**src/rtl/rtlupbus_initiator.sv**
```systemverilog
// Host-side master for the upen/upa/upws/uprs/uprdy RAM-CPU bus: turns one valid/ready
// request into one strobed bus access, with timeout abort and a saturating error count.
module rtlupbus_initiator #(
  parameter int ADDRBIT = 5,
  parameter int WIDTH   = 32,
  parameter int TOUT    = 255,
  parameter int TOUTBIT = 8
) (
  input  logic               clk,
  input  logic               rst,
  input  logic               req_vld,
  output logic               req_rdy,
  input  logic               req_wr,
  input  logic [ADDRBIT-1:0] req_addr,
  input  logic [WIDTH-1:0]   req_wdat,
  output logic               rsp_vld,
  output logic               rsp_err,
  output logic [WIDTH-1:0]   rsp_rdat,
  output logic [TOUTBIT-1:0] tout_cnt,
  output logic               upen,
  output logic [ADDRBIT-1:0] upa,
  output logic               upws,
  output logic               uprs,
  output logic [WIDTH-1:0]   updi,
  input  logic [WIDTH-1:0]   updo,
  input  logic               uprdy
);

  // state  | meaning
  // S_IDLE | req_rdy high, bus idle, waiting for a host request
  // S_STRB | one-cycle write/read strobe with upen high
  // S_WAIT | upen held, counting cycles until uprdy or timeout
  // S_GAP  | upen low for one cycle, rsp_vld pulse
  typedef enum logic [1:0] {S_IDLE, S_STRB, S_WAIT, S_GAP} state_t;

  localparam logic [TOUTBIT-1:0] TOUT_C = TOUTBIT'(TOUT);

  state_t               state_q;
  logic                 wr_q;
  logic [TOUTBIT-1:0]   cnt_q;
  logic [TOUTBIT-1:0]   cnt_d;
  logic                 req_rdy_q;
  logic                 rsp_vld_q;
  logic                 rsp_err_q;
  logic [WIDTH-1:0]     rsp_rdat_q;
  logic [TOUTBIT-1:0]   tout_cnt_q;
  logic                 upen_q;
  logic [ADDRBIT-1:0]   upa_q;
  logic                 upws_q;
  logic                 uprs_q;
  logic [WIDTH-1:0]     updi_q;

  // Compare against the incremented value so exactly TOUT WAIT cycles are allowed.
  assign cnt_d = cnt_q + 1'b1;

  always_ff @(posedge clk) begin
    if (!rst) begin
      state_q    <= S_IDLE;
      wr_q       <= 1'b0;
      cnt_q      <= '0;
      req_rdy_q  <= 1'b1;
      rsp_vld_q  <= 1'b0;
      rsp_err_q  <= 1'b0;
      rsp_rdat_q <= '0;
      tout_cnt_q <= '0;
      upen_q     <= 1'b0;
      upa_q      <= '0;
      upws_q     <= 1'b0;
      uprs_q     <= 1'b0;
      updi_q     <= '0;
    end else begin
      rsp_vld_q <= 1'b0;
      rsp_err_q <= 1'b0;
      upws_q    <= 1'b0;
      uprs_q    <= 1'b0;
      case (state_q)
        S_IDLE: begin
          if (req_vld) begin
            state_q   <= S_STRB;
            req_rdy_q <= 1'b0;
            wr_q      <= req_wr;
            upen_q    <= 1'b1;
            upa_q     <= req_addr;
            updi_q    <= req_wdat;
            upws_q    <= req_wr;
            uprs_q    <= ~req_wr;
            cnt_q     <= '0;
          end
        end
        S_STRB: begin
          state_q <= S_WAIT;
        end
        S_WAIT: begin
          cnt_q <= cnt_d;
          if (uprdy) begin
            state_q    <= S_GAP;
            upen_q     <= 1'b0;
            upa_q      <= '0;
            updi_q     <= '0;
            rsp_vld_q  <= 1'b1;
            rsp_rdat_q <= wr_q ? '0 : updo;
          end else if (cnt_d == TOUT_C) begin
            // Dropping upen here is what aborts the responder's pending access.
            state_q    <= S_GAP;
            upen_q     <= 1'b0;
            upa_q      <= '0;
            updi_q     <= '0;
            rsp_vld_q  <= 1'b1;
            rsp_err_q  <= 1'b1;
            rsp_rdat_q <= '0;
            if (tout_cnt_q != '1) tout_cnt_q <= tout_cnt_q + 1'b1;
          end
        end
        S_GAP: begin
          state_q    <= S_IDLE;
          req_rdy_q  <= 1'b1;
          rsp_rdat_q <= '0;
        end
        default: begin
          state_q   <= S_IDLE;
          req_rdy_q <= 1'b1;
          upen_q    <= 1'b0;
        end
      endcase
    end
  end

  assign req_rdy  = req_rdy_q;
  assign rsp_vld  = rsp_vld_q;
  assign rsp_err  = rsp_err_q;
  assign rsp_rdat = rsp_rdat_q;
  assign tout_cnt = tout_cnt_q;
  assign upen     = upen_q;
  assign upa      = upa_q;
  assign upws     = upws_q;
  assign uprs     = uprs_q;
  assign updi     = updi_q;

endmodule

```
**config.mk**
```make
export PLATFORM = sky130hd
export DESIGN_NAME = rtlupbus_initiator
export DESIGN_NICKNAME = d
export VERILOG_FILES = /design/src/rtl/rtlupbus_initiator.sv
export SDC_FILE = /design/constraint.sdc
export NUM_CORES = 1
export LEC_CHECK = 0
export CAP_MARGIN = 20
export CORE_UTILIZATION = 43
export CTS_CLUSTER_DIAMETER = 150
export DETAILED_ROUTE_END_ITERATION = 10
export PLACE_DENSITY = 0.79
export SKIP_LAST_GASP = 1
export SLEW_MARGIN = 40
export SYNTH_ARGS = -nofsm -noshare
export SYNTH_HDL_FRONTEND = slang
export SYNTH_SLANG_ARGS = --single-unit
export TNS_END_PERCENT = 100
```
**constraint.sdc**
```tcl
create_clock -name clk -period 2.6 [get_ports clk]
set_clock_uncertainty 0.15 [all_clocks]
set_input_delay 0.52 -clock clk [delete_from_list [all_inputs] [get_ports clk]]
set_output_delay 0.52 -clock clk [all_outputs]
set_load 0.03 [all_outputs]
```
==> results.toml <==
[timing]
worst_pin_slew_ns = 0.448
finalCritPeriodShare_pct = 90.4
final-setup-viol-count = 0
hold_ws_ns = 0.309
fmax_mhz = 426
min_period_ns = 2.35
drv_slew = 0
hold_viol = 0
postLayoutSetupSlackWorst_ns = 0.250
slew-limit-headroom_pct = 70.1
fin_setup_tns_ns = 0
rsz0062_at_grt = "false"

[finish]
diodes = 0
fin_cells = 652
drive_gt1_share_pct = 6.76
fillers = 687
nNetsFinal = 622
areaGrowthSynthToFinish_pct = 48.6
final-seq-area_mm2 = 0.00188
finalCoreUtilization_pct = 66.9
design_area_mm2 = 0.00558
multi_input_area_mm2 = 0.00170

[routing]
drt_iter0_markers = 135
drc = 0
dr.pass1.iters = 4
num_vias = 3450
viasPerCell = 5.29
wl_um = 10000
antenna_left = 0
wl_per_cell_um = 15.3

[critical_path]
worst-setup-path-type = "reg -> reg"
start_kind = "register"
crit_fanout = 34
end_kind = "register"
worst-r2r-setup-slack_ns = 0.25
cp.required_ns = 2.75
r2r-end = "updi[13]"
reg2reg_depth = 8
reg2reg_from = "cnt_q[0]"
arrival_ns = 2.50

[synth]
ys_ff_latch = 94
synthFlopType = "dfxtp_1"
synth_area_mm2 = 0.00375
yosysWarnings = 0
avgSynthCellArea_um2 = 9.50
synth_most_common_cell = "dfxtp_1"
netlist_instances = 395
synth_fp_nets = 475
yosysTopAreaCell = "dfxtp_1"
ys_top_cells_by_count = "94 x dfxtp_1, 52 x nand2_1, 44 x o21ai_0"
synth_edf_count = 0
synth_top_area_share_pct = 50.1
synth_cell_types = 39
synth-seq-area-share_pct = 50.1
synth_area_leaders = "dfxtp_1 50%, a22o_1 7.7%, a21boi_0 7.4%"
async_reset_ff_share_pct = 0

[job]
drv_cap = 0

[floorplanning]
rows = 33
die_w_um = 95.4
dieArea_mm2 = 0.00911
start_util_pct = 45.0
ios = 157
die_h_um = 95.4
core_mm2 = 0.00834

[power_and_ir_drop]
power.leakage_nw = 2.06
total_power_mw = 4.54
power_density_mw_per_mm2 = 814
ir_worst_vdd_mv = 0.461

[grt]
antenna_found_initial = 0
use_met2_pct = 36.2
grt_usage_pct = 21.8
grt_busiest_layer = "met2"
grt_max_degree = 40
grt_pass1_wl_um = 15500
grt_pass1_vias = 3362
grtUsageMet3_pct = 8.45
grt.overflow.total = 0
use_met1_pct = 25.0

[clock_tree]
cts_max_path_buffers = 2
cts-htree-levels = 3
cts_root_buf = "clkbuf_8"
worst_setup_hold_path_clk_slew_ns = 0.09
cts_tree = "done"
cts_resized = 0
cts.sinks = 94
cts_made_buffers = 9
clkLatencyLatePin_ns = 0.35
cts_setup_buffers = 0
cts-hold-fix-buffers = 0

[outcome]
status = "finished clean"

[min_path]
hold_path.class = "reg -> reg"
hold_start = "upen"
whs_path_depth = 1
min_delay_worst_endpoint = "upen"

[placement]
placedInstanceArea_mm2 = 0.00537
dpl_worst_slack_ns = 0.221
gp_congestion = 0.743
portBuffers = 156
dp_hpwl_um = 7090
dp_cells = 636
worst max path at each step:
| stage | start | endpoint |
|---|---|---|
| 3_3_place_gp | uprdy | updi[17] |
| 4_1_cts | cnt_q[0] | updi[12] |
| 5_1_grt | cnt_q[0] | updi[13] |
| 3_5_place_dp | uprdy | upa[0] |
| 6_report | cnt_q[0] | updi[13] |
| 2_1_floorplan | cnt_q[0] | updi[10] |
layout by cell type (no fill, tap or decap), types with 2 or more instances in the layout:
cell type,synthesis,layout
a22oi_1,6,6
nor2b_1,9,9
ha_1,6,6
a21o_1,3,3
nor2_1,12,11
mux2_2,3,3
o21ai_0,44,44
nand2_1,52,52
nand3_1,7,7
dfxtp_1,94,94
buf_4,2,8
o21a_1,3,3
a21boi_0,37,37
mux2i_1,5,5
clkdlybuf4s50_1,0,155
nand4_1,6,6
inv_1,6,6
nand2b_1,8,8
and3_1,5,5
clkinvlp_4,0,2
a22o_1,33,33
a21oi_1,4,4
nor3_1,3,2
and2_1,5,5
inv_6,0,2
o21ai_1,2,2
clkbuf_8,0,9
report_power, final:
part | internal [mW] | switching (mW)
Sequential | 1.67 | 0.126
Combinational | 0.723 | 1.03
Clock | 0.456 | 0.535
Total | 2.85 | 1.69
final cells by class:
class                      instances  share of cell area (%)
timing repair buffer             165                    29.3
clock buffer                       9                    2.22
sequential                        94                    33.7
tap                              105                    2.36
clock inverter                     7                    1.41
multi-input combinational        266                    30.5
inverter                           6                   0.404
critical path, stage by stage (launching register included):
cell,delay (ns)
dfxtp_1,0.44
ha_1,0.25
nand2b_1,0.18
o21ai_1,0.10
a31o_2,0.27
a21boi_2,0.22
o21a_1,0.15
buf_4,0.32
a22o_1,0.19
logic make-up (layout without fill, tap and decap cells):
kind of cell	Yosys count	count (layout)	share of synthesized area, %
DFF	94	94	50.1
xor gates and xnor gates	1	1	0.233
buffers and inverters	35	187	4.73
and+or+nand+nor	112	112	14.8
adders and majority gates	6	6	2.00
AOI/OAI and AO/OA	139	139	25.8
muxes	8	8	2.23
per-layer routing:
| layer | wire length [um] | vias to the layer above | share of wire, % |
|---|---|---|---|
| met1 | 4080 | 1604 | 41 |
| met2 | 4750 | 135 | 47 |
| met5 | 0 | - | 0 |
| li1 | - | 1685 | - |
| met4 | 280 | 0 | 2.8 |
| met3 | 895 | 26 | 9.0 |
sequential cells by signal (all words and copies together) (netlist names):
signal / count
rsp_rdat: 32
upws: 1
upen: 1
tout_cnt: 8
updi: 32
rsp_vld: 1
wr_q: 1
cnt_q: 8
uprs: 1
upa: 5
rsp_err: 1
state_q: 2
req_rdy: 1
Note: power is estimated with default switching activity, not from simulation.
==> edit, RTL diff (same settings) <==
Register the output `tout_cnt` once more, with the module's reset; this adds one clock of latency there. The other outputs are not delayed to match.
--- a/src/rtl/rtlupbus_initiator.sv
+++ b/src/rtl/rtlupbus_initiator.sv
@@ -129,7 +129,13 @@
   assign rsp_vld  = rsp_vld_q;
   assign rsp_err  = rsp_err_q;
   assign rsp_rdat = rsp_rdat_q;
-  assign tout_cnt = tout_cnt_q;
+  always_ff @(posedge clk) begin
+    if (!rst) begin
+      tout_cnt <= '0;
+    end else begin
+      tout_cnt <= tout_cnt_q;
+    end
+  end
   assign upen     = upen_q;
   assign upa      = upa_q;
   assign upws     = upws_q;
Function: same outputs for any inputs over 10 cycles, from zero or initial values and one cycle with rst low; that may be too few to reach the edited logic, so the function may still have changed.
==> edit against the unedited design <==
Global-route usage is 1.1 points lower; routed wire length grew 0.34%; synthesized area rose by 1.7%; worst setup slack got worse by 0.11 ns; sequential power grew 7%; clock power grew 26%; final area grew 4.7%; sequential cell count up 8; power increased by 10%; highest routed layer unchanged.
==> edit: results (changes against the unedited design) <==
status:
  status: "complete, no violations"  # unchanged
logic_synthesis:
  async_reset_ff_share_pct: 0  # unchanged
  synth_compound_area_share_pct: 22.56  # was 25.83%
  ys.flop_type: "dfxtp_1"  # unchanged
  synth.area.top_cells: "dfxtp_1 (54%), a22o_1 (7.6%), a21oi_1 (6.3%)"  # was dfxtp_1 (50%), a22o_1 (7.7%), a21boi_0 (7.4%)
  ys_seq_area_share_pct: 53.51  # was 50.13%
  synth_xor_xnor_area_share_pct: 0.2295  # was 0.2333%
  muxShareOfSynthArea_pct: 2.033  # was 2.233%
  synthAdderAreaFrac_pct: 1.967  # was 2.000%
  synth_cell_types: 41  # was 39
  syn_nets: 499  # was 475
  netlist_top_cells_count: "dfxtp_1 (102), nand2_1 (49), a21oi_1 (48)"  # was dfxtp_1 (94), nand2_1 (52), o21ai_0 (44)
  yosysWarnings: 0  # unchanged
clock_tree:
  cts_root_buffer: "clkbuf_8"  # unchanged
  cts_setup_buffers: 0  # unchanged
  cts_made_buffers: 9  # unchanged
  clk_latency_ns: 0.35  # about the same
  htree_levels: 3  # unchanged
  path_clk_slew_ns: 0.10
  cts_resized: 0  # unchanged
  cts_max_path_buffers: 2  # unchanged
setup_path:
  crit_fanout: 9  # was 34
  cp.required_ns: 2.69  # was 2.75 ns
finish:
  drive_gt1_share_pct: 8.839  # was 6.764%
  n_antenna_cell: 0  # unchanged
  finalNetCount: 653  # was 622
power:
  p_leak_nw: 2.122  # was 2.063 nW
  ir_worst_vdd_mv: 0.5199  # was 0.4605 mV
  switching_power_mw: 1.725  # was 1.694 mW
hold_path:
  min_path_type: "reg -> reg"  # unchanged
place:
  place_congestion: 0.8209  # was 0.7431
  placed_area_um2: 5562  # was 5374 um^2
  dp_hpwl_mm: 6.945  # was 7.091 mm
  port_buffers: 156  # unchanged
routing:
  totalWireLength_mm: 10.03  # was 10.00 mm
  drt_first_iter_violations: 114  # was 135
  drt_pass1_iterations: 4  # unchanged
  vias: 3583  # was 3,450
sta:
  worst_pin_slew_ns: 0.6457  # was 0.4481 ns
global_routing:
  grt_pass1_wl_mm: 14.93  # was 15.50 mm
  grt_pass1_vias: 3184  # was 3,362
  antenna_found_initial: 0  # unchanged
  grtUsageTotal_pct: 20.76  # was 21.82%
  grt_max_degree: 42  # was 40
## edit: cell count changes after synthesis, sizes merged, moves of 6 or more
cell | before | now
a21boi | 39 | 0
nand2b | 8 | 2
dfxtp | 94 | 102
nor3 | 4 | 11
nor2b | 9 | 1
a21oi | 4 | 49
nor2 | 12 | 25
## edit: layout make-up
class                      instances  area (um^2)
fill                             699         2799
sequential                       102         2044
timing repair buffer             172         1719
multi-input combinational        277         1638
clock inverter                     6        135.1
tap                              108        135.1
clock buffer                       9        123.9
inverter                          11        41.29
## edit: logic make-up (layout without fill, tap and decap cells)
family	after synthesis	in the layout
AO/OA/AOI/OAI	139	139
XOR/XNOR	1	1
adder cells (fa/ha/maj)	6	6
buffers and inverters	40	198
flip-flops	102	102
multiplexers	7	7
AND/OR/NAND/NOR	124	124
## edit: critical path, stage by stage, from the launching register on
cell and delay (ns):
dfxtp_1 0.45, nand4_1 0.19, or3_1 0.37, a211oi_2 0.28, nand3_2 0.22, nor4_2 0.32, mux2_2 0.36
## edit: layer usage
metal  GRT usage, %  part of all wire (%)  vias up
li1               -                     -     1780
met1          25.73                    42     1676
met2          34.34                    49      121
met3          6.793                   8.4        6
met4          5.846                  0.56        0
met5              0                     0        -
## edit: worst paths after layout
kind	start	to	slack (ns)	depth (start not counted)
setup / recovery	cnt_q[5]$_SDFFE_PN0P_	tout_cnt_q[5]$_SDFFE_PN0P_	0.14	6
hold / removal	upen$_SDFFE_PN0P_	upen$_SDFFE_PN0P_	0.31	1
setup reg to reg	cnt_q[5]$_SDFFE_PN0P_	tout_cnt_q[5]$_SDFFE_PN0P_	0.14	6
hold reg to reg	upen$_SDFFE_PN0P_	upen$_SDFFE_PN0P_	0.31	1
## edit: through the flow
| step | setup TNS, ns | setup WS (ns) | std cells | hold WS, ns | power (mW) |
|---|---|---|---|---|---|
| 2_1_floorplan | 0 | 0.3069 | 419 | 0.2864 | 2.978 |
| 6_report | 0 | 0.1403 | 685 | 0.3108 | 5.003 |
| 3_5_place_dp | 0 | 0.05313 | 670 | 0.2916 | 3.787 |
| 3_3_place_gp | 0 | 0.1767 | 670 | 0.2866 | 3.751 |
| 5_1_grt | -0.0006688 | -0.0006688 | 685 | 0.3508 | 5.269 |
| 4_1_cts | 0 | 0.01682 | 685 | 0.3155 | 5.040 |
## edit: power by group through the flow
stage,Combinational (mW),Clock (mW),Sequential [mW]
floorplan,0.635,0,2.34
global placement,1.81,0,1.94
detailed placement,1.84,0,1.94
CTS,1.85,1.28,1.91
global route,1.98,1.35,1.95
finish,1.83,1.25,1.91
